==> src/rtl/mic1_ctrl_pkg.sv <==
// Shared types and defaults for the MIC-1 execution controller.
//   exec_state_t : controller state encoding, also exported on state_o
//   MPC_W_DEF    : default micro-program counter / breakpoint width
//   CNT_W_DEF    : default executed-microcycle counter width
package mic1_ctrl_pkg;

  typedef enum logic [2:0] {
    IDLE  = 3'd0,
    RUN   = 3'd1,
    STEP  = 3'd2,
    PAUSE = 3'd3,
    HALT  = 3'd4
  } exec_state_t;

  localparam int unsigned MPC_W_DEF = 9;
  localparam int unsigned CNT_W_DEF = 16;

endpackage

==> src/rtl/mic1_exec_ctrl_if.sv <==
// Bundle of signals between the front panel / MIC-1 core and the execution controller.
//   Commands : cmd_run, cmd_stop, cmd_step, cmd_sreset (debounced, clk-synchronous levels)
//   Core     : mic1_halt, mpc in; mic1_clk_en, mic1_sreset out
//   Debug    : bp_en, bp_addr in; bp_hit out
//   Status   : state_o, led_idle/run/pause/halt, cycle_cnt, led_run_step out
// Modports:
//   slave  - the controller (receives commands, drives enables and status)
//   master - the surrounding board / core / testbench
interface mic1_exec_ctrl_if import mic1_ctrl_pkg::*; #(
  parameter int unsigned MPC_W = MPC_W_DEF,
  parameter int unsigned CNT_W = CNT_W_DEF
);

  logic             cmd_run;
  logic             cmd_stop;
  logic             cmd_step;
  logic             cmd_sreset;
  logic             mic1_halt;
  logic [MPC_W-1:0] mpc;
  logic             bp_en;
  logic [MPC_W-1:0] bp_addr;

  logic             mic1_clk_en;
  logic             mic1_sreset;
  logic [2:0]       state_o;
  logic             led_idle;
  logic             led_run;
  logic             led_pause;
  logic             led_halt;
  logic             bp_hit;
  logic [CNT_W-1:0] cycle_cnt;
  logic [3:0]       led_run_step;

  modport slave (
    input  cmd_run, cmd_stop, cmd_step, cmd_sreset,
    input  mic1_halt, mpc, bp_en, bp_addr,
    output mic1_clk_en, mic1_sreset, state_o,
    output led_idle, led_run, led_pause, led_halt,
    output bp_hit, cycle_cnt, led_run_step
  );

  modport master (
    output cmd_run, cmd_stop, cmd_step, cmd_sreset,
    output mic1_halt, mpc, bp_en, bp_addr,
    input  mic1_clk_en, mic1_sreset, state_o,
    input  led_idle, led_run, led_pause, led_halt,
    input  bp_hit, cycle_cnt, led_run_step
  );

endinterface

==> src/rtl/edge_detect.sv <==
// Rising-edge detector for one clk-synchronous level.
//   clk   : system clock
//   reset : asynchronous, active-high reset
//   level : input level
//   pulse : high during the first cycle that level is high
module edge_detect (
  input  logic clk,
  input  logic reset,
  input  logic level,
  output logic pulse
);

  logic level_q;

  always_ff @(posedge clk or posedge reset) begin
    if (reset) begin
      level_q <= 1'b0;
    end else begin
      level_q <= level;
    end
  end

  // Combinational so a command rising before edge k is acted on at edge k.
  assign pulse = level & ~level_q;

endmodule

==> src/rtl/mic1_exec_ctrl.sv <==
// Execution controller for the MIC-1 datapath.
// Turns front-panel commands into a per-cycle core enable, stops on breakpoint or HALT,
// counts executed microcycles (saturating) and drives the status LEDs.
//   clk   : system clock
//   reset : asynchronous, active-high reset
//   bus   : mic1_exec_ctrl_if.slave (commands, core status, enables, LEDs, counter)
module mic1_exec_ctrl import mic1_ctrl_pkg::*; #(
  parameter int unsigned MPC_W = MPC_W_DEF,
  parameter int unsigned CNT_W = CNT_W_DEF
) (
  input logic              clk,
  input logic              reset,
  mic1_exec_ctrl_if.slave  bus
);

  localparam logic [CNT_W-1:0] CntMax = '1;

  // Command edge pulses
  logic run_p;
  logic stop_p;
  logic step_p;
  logic sreset_p;

  edge_detect u_ed_run (
    .clk   (clk),
    .reset (reset),
    .level (bus.cmd_run),
    .pulse (run_p)
  );

  edge_detect u_ed_stop (
    .clk   (clk),
    .reset (reset),
    .level (bus.cmd_stop),
    .pulse (stop_p)
  );

  edge_detect u_ed_step (
    .clk   (clk),
    .reset (reset),
    .level (bus.cmd_step),
    .pulse (step_p)
  );

  edge_detect u_ed_sreset (
    .clk   (clk),
    .reset (reset),
    .level (bus.cmd_sreset),
    .pulse (sreset_p)
  );

  // State
  exec_state_t      state_q, state_d;
  logic             resume_skip_q, resume_skip_d;
  logic             bp_hit_q, bp_hit_d;
  logic             sreset_q, sreset_d;
  logic [CNT_W-1:0] cnt_q, cnt_d;

  logic [MPC_W-1:0] mpc;
  logic [MPC_W-1:0] bp_addr;
  logic             bp_stop;
  logic             clk_en;

  assign mpc     = bus.mpc;
  assign bp_addr = bus.bp_addr;

  // resume_skip masks the breakpoint for the first RUN cycle after a resume,
  // so the core can step off the address it stopped on.
  assign bp_stop = bus.bp_en && (mpc == bp_addr) && !resume_skip_q;

  // Zero-latency gating: a breakpoint or HALT microinstruction never executes in RUN.
  always_comb begin
    clk_en = 1'b0;
    unique case (state_q)
      RUN:     clk_en = !bp_stop && !bus.mic1_halt;
      STEP:    clk_en = !bus.mic1_halt;
      default: clk_en = 1'b0;
    endcase
  end

  always_comb begin
    state_d       = state_q;
    resume_skip_d = resume_skip_q;
    bp_hit_d      = bp_hit_q;
    sreset_d      = 1'b0;
    cnt_d         = cnt_q;

    if (clk_en && (cnt_q != CntMax)) begin
      cnt_d = cnt_q + CNT_W'(1);
    end

    if (sreset_p) begin
      // Soft reset overrides everything, including this cycle's count.
      state_d       = IDLE;
      resume_skip_d = 1'b0;
      bp_hit_d      = 1'b0;
      cnt_d         = '0;
      sreset_d      = 1'b1;
    end else begin
      unique case (state_q)
        IDLE: begin
          if (step_p) begin
            state_d = STEP;
          end else if (run_p) begin
            state_d = RUN;
          end
        end
        RUN: begin
          resume_skip_d = 1'b0;
          if (bus.mic1_halt) begin
            state_d = HALT;
          end else if (bp_stop) begin
            state_d  = PAUSE;
            bp_hit_d = 1'b1;
          end else if (stop_p) begin
            state_d = PAUSE;
          end
        end
        STEP: begin
          state_d = bus.mic1_halt ? HALT : PAUSE;
        end
        PAUSE: begin
          // A stop edge outranks run/step and simply keeps us paused.
          if (!stop_p) begin
            if (step_p) begin
              state_d  = STEP;
              bp_hit_d = 1'b0;
            end else if (run_p) begin
              state_d       = RUN;
              resume_skip_d = 1'b1;
              bp_hit_d      = 1'b0;
            end
          end
        end
        HALT: begin
          state_d = HALT;
        end
        default: begin
          state_d = IDLE;
        end
      endcase
    end
  end

  always_ff @(posedge clk or posedge reset) begin
    if (reset) begin
      state_q       <= IDLE;
      resume_skip_q <= 1'b0;
      bp_hit_q      <= 1'b0;
      sreset_q      <= 1'b0;
      cnt_q         <= '0;
    end else begin
      state_q       <= state_d;
      resume_skip_q <= resume_skip_d;
      bp_hit_q      <= bp_hit_d;
      sreset_q      <= sreset_d;
      cnt_q         <= cnt_d;
    end
  end

  // Outputs, all decoded from registered state (glitch-free LEDs)
  assign bus.mic1_clk_en  = clk_en;
  assign bus.mic1_sreset  = sreset_q;
  assign bus.state_o      = state_q;
  assign bus.led_idle     = (state_q == IDLE);
  assign bus.led_run      = (state_q == RUN) || (state_q == STEP);
  assign bus.led_pause    = (state_q == PAUSE);
  assign bus.led_halt     = (state_q == HALT);
  assign bus.bp_hit       = bp_hit_q;
  assign bus.cycle_cnt    = cnt_q;
  assign bus.led_run_step = cnt_q[3:0];

endmodule

==> src/flat_wrapper.sv <==
// flat-port wrapper written by rule: the top's interface ports become plain ports
module mic1_exec_ctrl_flat import mic1_ctrl_pkg::*;
#(
  parameter int unsigned MPC_W = MPC_W_DEF,
  parameter int unsigned CNT_W = CNT_W_DEF
)
  (clk, reset, bus_cmd_run, bus_cmd_stop, bus_cmd_step, bus_cmd_sreset, bus_mic1_halt, bus_mpc, bus_bp_en, bus_bp_addr, bus_mic1_clk_en, bus_mic1_sreset, bus_state_o, bus_led_idle, bus_led_run, bus_led_pause, bus_led_halt, bus_bp_hit, bus_cycle_cnt, bus_led_run_step);
  mic1_exec_ctrl_if #(.MPC_W(MPC_W), .CNT_W(CNT_W)) bus_i ();
  input logic clk;
  input logic reset;
  input wire logic [$bits(bus_i.cmd_run)-1:0] bus_cmd_run;
  input wire logic [$bits(bus_i.cmd_stop)-1:0] bus_cmd_stop;
  input wire logic [$bits(bus_i.cmd_step)-1:0] bus_cmd_step;
  input wire logic [$bits(bus_i.cmd_sreset)-1:0] bus_cmd_sreset;
  input wire logic [$bits(bus_i.mic1_halt)-1:0] bus_mic1_halt;
  input wire logic [$bits(bus_i.mpc)-1:0] bus_mpc;
  input wire logic [$bits(bus_i.bp_en)-1:0] bus_bp_en;
  input wire logic [$bits(bus_i.bp_addr)-1:0] bus_bp_addr;
  output wire logic [$bits(bus_i.mic1_clk_en)-1:0] bus_mic1_clk_en;
  output wire logic [$bits(bus_i.mic1_sreset)-1:0] bus_mic1_sreset;
  output wire logic [$bits(bus_i.state_o)-1:0] bus_state_o;
  output wire logic [$bits(bus_i.led_idle)-1:0] bus_led_idle;
  output wire logic [$bits(bus_i.led_run)-1:0] bus_led_run;
  output wire logic [$bits(bus_i.led_pause)-1:0] bus_led_pause;
  output wire logic [$bits(bus_i.led_halt)-1:0] bus_led_halt;
  output wire logic [$bits(bus_i.bp_hit)-1:0] bus_bp_hit;
  output wire logic [$bits(bus_i.cycle_cnt)-1:0] bus_cycle_cnt;
  output wire logic [$bits(bus_i.led_run_step)-1:0] bus_led_run_step;
  assign bus_i.cmd_run = bus_cmd_run;
  assign bus_i.cmd_stop = bus_cmd_stop;
  assign bus_i.cmd_step = bus_cmd_step;
  assign bus_i.cmd_sreset = bus_cmd_sreset;
  assign bus_i.mic1_halt = bus_mic1_halt;
  assign bus_i.mpc = bus_mpc;
  assign bus_i.bp_en = bus_bp_en;
  assign bus_i.bp_addr = bus_bp_addr;
  assign bus_mic1_clk_en = bus_i.mic1_clk_en;
  assign bus_mic1_sreset = bus_i.mic1_sreset;
  assign bus_state_o = bus_i.state_o;
  assign bus_led_idle = bus_i.led_idle;
  assign bus_led_run = bus_i.led_run;
  assign bus_led_pause = bus_i.led_pause;
  assign bus_led_halt = bus_i.led_halt;
  assign bus_bp_hit = bus_i.bp_hit;
  assign bus_cycle_cnt = bus_i.cycle_cnt;
  assign bus_led_run_step = bus_i.led_run_step;
  mic1_exec_ctrl #(.MPC_W(MPC_W), .CNT_W(CNT_W)) u_core (.clk(clk), .reset(reset), .bus(bus_i));
endmodule
==> config.mk <==
export PLATFORM = sky130hd
export DESIGN_NAME = mic1_exec_ctrl_flat
export DESIGN_NICKNAME = d
export VERILOG_FILES = /design/src/rtl/mic1_ctrl_pkg.sv /design/src/rtl/mic1_exec_ctrl_if.sv /design/src/rtl/edge_detect.sv /design/src/rtl/mic1_exec_ctrl.sv /design/src/flat_wrapper.sv
export SDC_FILE = /design/constraint.sdc
export NUM_CORES = 1
export LEC_CHECK = 0
export CAP_MARGIN = 30
export CELL_PAD_IN_SITES_DETAIL_PLACEMENT = 0
export CELL_PAD_IN_SITES_GLOBAL_PLACEMENT = 1
export CORE_ASPECT_RATIO = 0.5
export CORE_UTILIZATION = 33
export CTS_CLUSTER_SIZE = 20
export DETAILED_ROUTE_END_ITERATION = 10
export PLACE_DENSITY = 0.79
export SKIP_LAST_GASP = 1
export SLEW_MARGIN = 20
export SYNTH_ARGS = -nofsm -noshare
export SYNTH_HDL_FRONTEND = slang
export SYNTH_SLANG_ARGS = --single-unit
==> constraint.sdc <==
create_clock -name clk -period 2.6 [get_ports clk]
set_input_delay 0.26 -clock clk [delete_from_list [all_inputs] [get_ports clk]]
set_output_delay 0.26 -clock clk [all_outputs]
set_load 0.02 [all_outputs]
==> impl_metrics.ini, run 1 <==
[status]
outcome = finished clean

[layout]
diodes = 0
nNetsFinal = 277
multi_input_area_um2 = 957
drive_above_1_share = 0.0763
syn_to_final_growth_pct = 41.1
seqCellArea_um2 = 651
post-route-cell-area_mm2 = 0.00240
layoutNonFillerInstCount = 319
fillCellCount = 484
final_util = 0.485

[critical_path]
crit_path_frequent_cell = clkdlybuf4s50_1
crit_required_ns = 2.34
ff2ff_path_depth = 7
crit_slowest_cell = clkdlybuf4s50_1
worst-setup-path-type = input port to primary output
crit_path_start_kind = input port
crit_path_max_fanout = 3
crit_chain = clkdlybuf4s50_1 > xor2_1 > nor4_2 > and4_1 > nor2_1 > clkdlybuf4s50_1
setup.worst_path.end_class = primary output
critPathArrivalTime_ns = 2.16
cpPeakStageDelay_ns = 0.54

[floorplanning]
ioPinCount = 56
die_w_um = 104
start_util = 0.344
dieArea_mm2 = 0.00547
std_cell_rows = 18
die_h_um = 52.8
core_region_area_mm2 = 0.00495

[sta]
fin_ws_ns = 0.180
slew-limit-headroom = 0.705
tightest_slew_ns = 0.438
hold_violations = 0
min_period_ns = 2.42
fin_crit_sh = 0.931
fin_hold_ws_ns = 0.338
tns_ns = 0
maxSlewViolCount = 0
finClkSkew_ns = 0.00553
setup_viol = 0
fmax_mhz = 413
rsz0062_at_grt = false

[power_and_ir_drop]
vdd_drop_max_mv = 0.324
internal_power_mw = 0.931
p_sw_frac = 0.389
p_seq_frac = 0.318
pwr-share-clk = 0.178
combPwrFrac = 0.504
total_power_mw = 1.52
power.density_mw_per_mm2 = 634
leakage_nw = 0.950
power_switching_mw = 0.593

[global_route]
grt-ovfl-total = 0
grt_max_degree = 27
grt_pass1_vias = 1497
grt_use_total = 0.164
antenna_found_initial = 0
grt_pass1_wl_um = 7080

[yosys]
synth_top_area_frac = 0.382
synthesis.nets = 221
yosysTopAreaCell = dfrtp_1
synth-seq-cells = 26
yosys.cell_count.top_type = dfrtp_1
yosysSeqAreaShare = 0.382
synth_area_mm2 = 0.00170
synth_common_cells = dfrtp_1, nand2_1, nor2_1
synth_edf_count = 0
async_flop_share = 1.00
synth_cells = 194
ys.flop_type = dfrtp_1
ys_types = 44
synth.top_cells.by_area = dfrtp_1, xor2_1, a21oi_1
ys_warn_count = 0
avgSynthCellArea_um2 = 8.78

[clock_network]
clock_latency_ns = 0.28
cts_hold_buffers = 0
h-tree-depth = 1
tritoncts = done
cts.path.max_buffers = 2
cts_root_buf = clkbuf_8
cts.sinks = 26
clk_pin_slew_ns = 0.09
cts_inserted_buffers = 3

[placed_design]
io_buffers = 55
dp_worst_setup_slack_ns = 0.0671
dp_cells = 315
gp_congestion = 0.856
place_area_mm2 = 0.00234
hpwl_um = 3370

[route]
route.met3.wl_um = 216
dr.pass1.iters = 4
post_drt_wl_per_cell_um = 13.9
vias_per_cell = 5.38
top_layer = met4
drt_iter0_markers = 61
vias = 1717
route.met2.wl_um = 2130
ant_nets = 0
drt_wl_total_um = 4430
met1_length_um = 2030
drc = 0

[hold_path]
hold_path_class = input port to asynchronous set/reset pin

[run]
maxCapViolations = 0
-- critical path, delay by kind of cell --
kind | cells | cell delay [ns]
XOR/XNOR | 1 | 0.18
buffers and inverters | 2 | 0.96
AND/OR/NAND/NOR | 3 | 0.75
-- path summary, 6_finish.rpt --
path	startpoint	to	slack (ns)
setup / recovery	bus_bp_addr[7]	bus_mic1_clk_en	0.18
hold / removal	reset	u_core.u_ed_stop.level_q	0.34
setup reg to reg	u_core.bus.cycle_cnt[0]	u_core.bus.cycle_cnt[13]	0.39
hold reg to reg	u_core.bus.cycle_cnt[10]	u_core.bus.cycle_cnt[10]	0.58
max in group asynchronous	reset	u_core.bus.cycle_cnt[13]	2.00
min in group clk	bus_cmd_stop	u_core.u_ed_stop.level_q	0.45
-- cell families after synthesis --
family	after synthesis	share of synthesized area
buffers and inverters	20	0.0595
xor gates and xnor gates	10	0.0558
DFF	26	0.382
muxes	6	0.0353
adders and majority gates	1	0.00735
AOI/OAI and AO/OA	44	0.179
and+or+nand+nor	87	0.281
-- power by group through the flow --
stage                     clock, mW  sequential, mW  combinational [mW]
after global routing          0.301           0.492               0.834
final                         0.271           0.485               0.767
after CTS                     0.283           0.485               0.765
after detailed placement          0           0.493               0.764
after floorplan                   0           0.526               0.443
after global placement            0           0.490               0.759
-- registers in the layout, indices dropped and copies added (netlist names) --
| register | flops |
|---|---|
| u_core.u_ed_step.level_q | 1 |
| u_core.bus.state_o | 3 |
| u_core.resume_skip_q | 1 |
| u_core.bus.mic1_sreset | 1 |
| u_core.u_ed_sreset.level_q | 1 |
| u_core.bus.cycle_cnt | 16 |
| u_core.u_ed_run.level_q | 1 |
| u_core.bus.bp_hit | 1 |
| u_core.u_ed_stop.level_q | 1 |
-- routing by layer --
layer	GRT usage	vias to the layer above
met5	0	-
met4	0.0362	0
met3	0.0311	9
met2	0.283	57
met1	0.216	810
li1	-	841
-- cell type report --
class / count / share of cell area
multi-input cells: 148 / 0.398
repair buffers: 66 / 0.264
well taps: 70 / 0.0365
inverters: 5 / 0.00781
flip-flops and latches: 26 / 0.271
clock buffers: 4 / 0.0229
-- cells in the final DEF, fill, tap and decap left out, types with 4 or more instances in the layout --
master	count
nand4_1	7
clkbuf_8	4
clkdlybuf4s50_1	55
nor2_1	14
nand2_1	14
buf_4	11
inv_1	4
o21ai_0	7
o31ai_1	7
nand2b_1	9
or4_1	8
nor4_1	5
dfrtp_1	26
nand3_1	7
mux2i_1	6
nor3_1	5
xor2_1	9
a21oi_1	13
and3_1	5
-- timing repair --
item | in CTS | in global routing
setup buffers | 0 | 0
setup endpoints to repair | 0 | 1
endpoints found under the hold margin | 0 | 0
resized for setup | 0 | 1
Power figures use the tool's default switching activity.
==> run 2: changes to the inputs <==
- CORE_UTILIZATION: 33 -> 35
- PLACE_DENSITY: 0.79 -> 0.81
- SYNTH_HIERARCHICAL: unset -> 1
==> impl_metrics.ini, run 2 <==
[yosys]
synth_top_family_by_area = simple AND/OR/NAND/NOR gates
yosys.cell_count.top_type = dfrtp_1
synth_edf_count = 0
synthesis.nets = 222
synth_xor_area_frac = 0.0486
synth-seq-cells = 26
yosysSeqAreaShare = 0.361
synth_fa_ha_area_frac = 0.00695
async_flop_share = 1.00
yosysTopAreaCell = dfrtp_1
synth.top_cells.by_area = dfrtp_1, xnor2_1, mux2_2
avgSynthCellArea_um2 = 9.23
synthMuxAreaShare = 0.0438
ys_types = 55
synth-simple-area-share = 0.331
synth_compound_area_frac = 0.142
synth_top_area_frac = 0.361
synth_cells = 195
synth_common_cells = dfrtp_1, a21oi_1, nor2_1
ys_warn_count = 6
synth_area_mm2 = 0.00180
ys.flop_type = dfrtp_1

[global_route]
grt_pass1_wl_um = 7330
grt-ovfl-total = 0
grt_use_total = 0.175
grt_max_degree = 24
antenna_found_initial = 0
grt_pass1_vias = 1531

[critical_path]
worst-setup-path-type = input port to primary output
crit_path_start = bus_mpc[2]
crit_required_ns = 2.34
rr_startpoint = u_core/bus.cycle_cnt[0]
worstReg2RegEnd = u_core/bus.cycle_cnt[9]
crit_path_start_kind = input port
crit_path_max_fanout = 3
r2r_slack_ns = 0.34
critPathArrivalTime_ns = 2.17
setup.worst_path.end_class = primary output
ff2ff_path_depth = 6
endpoint = bus_mic1_clk_en

[route]
vias = 1643
dr.pass1.iters = 7
drt_iter0_markers = 60
drt_wl_total_um = 4400
drc = 1
ant_nets = 0
vias_per_cell = 5.20
post_drt_wl_per_cell_um = 13.9

[clock_network]
cts_hold_buffers = 0
cts_inserted_buffers = 3
clock_latency_ns = 0.28
h-tree-depth = 1
cts.path.max_buffers = 2
tritoncts = done
cts_root_buf = clkbuf_8
cts.sinks = 26
clk_pin_slew_ns = 0.09

[floorplanning]
start_util = 0.365
die_w_um = 103
core_region_area_mm2 = 0.00493
std_cell_rows = 18
dieArea_mm2 = 0.00545
die_h_um = 52.7
ioPinCount = 56

[layout]
drive_above_1_share = 0.138
layoutNonFillerInstCount = 316
nNetsFinal = 274
final_cell_mix = clkdlybuf4s50_1, dfrtp_1, a21oi_1, nor2_1
largest_register_ff_count = 16
syn_to_final_growth_pct = 36.5
diodes = 0
final_common_cell = clkdlybuf4s50_1

[status]
violations = design-rule violations
outcome = finished, violations left

[placed_design]
dp_cells = 312
gp_congestion = 0.772
hpwl_um = 3250
io_buffers = 55

[sta]
setup_viol = 0
rsz0062_at_grt = false
hold_violations = 0
fin_crit_sh = 0.934
tns_ns = 0
tightest_slew_ns = 0.395
fmax_mhz = 412
min_period_ns = 2.43
maxSlewViolCount = 0
finClkSkew_ns = 0.00742
slew-limit-headroom = 0.736

[power_and_ir_drop]
total_power_mw = 1.57
leakage_nw = 0.957
vdd_drop_max_mv = 0.498
power.density_mw_per_mm2 = 638

[hold_path]
hold_path_class = input port to asynchronous set/reset pin

[run]
maxCapViolations = 0
## run 2: report_power, final
part / internal [mW] / switching (mW)
clock network: 0.136 / 0.134
registers: 0.446 / 0.0554
logic: 0.381 / 0.416
total: 0.962 / 0.605
## run 2: worst min-delay path by stage
| stage | start | end | cells past startpoint |
|---|---|---|---|
| 3_5_place_dp | u_core/u_ed_sreset/level_q | u_core/bus.mic1_sreset | 1 |
| 6_report | reset | u_core/u_ed_run/level_q | 2 |
| 2_1_floorplan | reset | u_core/u_ed_run/level_q | 1 |
| 4_1_cts | reset | u_core/u_ed_run/level_q | 2 |
| 3_3_place_gp | u_core/u_ed_sreset/level_q | u_core/bus.mic1_sreset | 1 |
| 5_1_grt | reset | u_core/u_ed_run/level_q | 2 |
## run 2: cell families after synthesis
kind of cell / count (synthesis)
xor+xnor: 10
fa+ha+maj: 1
simple gates: 89
flops: 26
mux: 7
compound gates: 39
buf+inv: 23
## run 2: per-layer routing
layer  wire (um)  GRT usage  vias up  part of all wire
li1            -          -      816                 -
met1        2100      0.231      786              0.48
met2        2110      0.305       39              0.48
met3         176     0.0320        2             0.040
met4          11     0.0282        0            0.0025
met5           0          0        -                 0
## run 2: layout make-up
class                   instances  area (um2)
flip-flops and latches         26         651
clock buffers                   4        55.1
well taps                      70        87.6
fillers                       466        2470
repair buffers                 60         588
inverters                      10        37.5
multi-input cells             146        1040
## run 2: repair_timing
action                                 4_1_cts  5_1_grt
setup endpoints to repair                    1        0
setup buffers                                0        0
endpoints found under the hold margin        0        0
gates resized for setup                      1        0
## run 2: critical path: stages
cell and delay, ns:
clkdlybuf4s50_1 0.48, xnor2_1 0.14, nand4_1 0.13, nor4b_2 0.44, a21oi_1 0.16, clkdlybuf4s50_1 0.56
## run 2: metrics by stage
step	worst slack [ns]	hold slack (ns)	instance area, um2	util
after floorplan	0.487	-0.0113	1800	-
after global placement	0.0942	0.468	2400	0.486
after detailed placement	-0.00499	0.475	2400	0.486
after CTS	0.171	0.214	2460	0.498
after global routing	0.0594	0.234	2460	0.498
final	0.171	0.217	2460	0.498
==> run 3: changes to the inputs <==
- SLEW_MARGIN: 20 -> unset
==> results of run 3 <==
No change in the layout: final DEF, timing and power equal those of run 2.
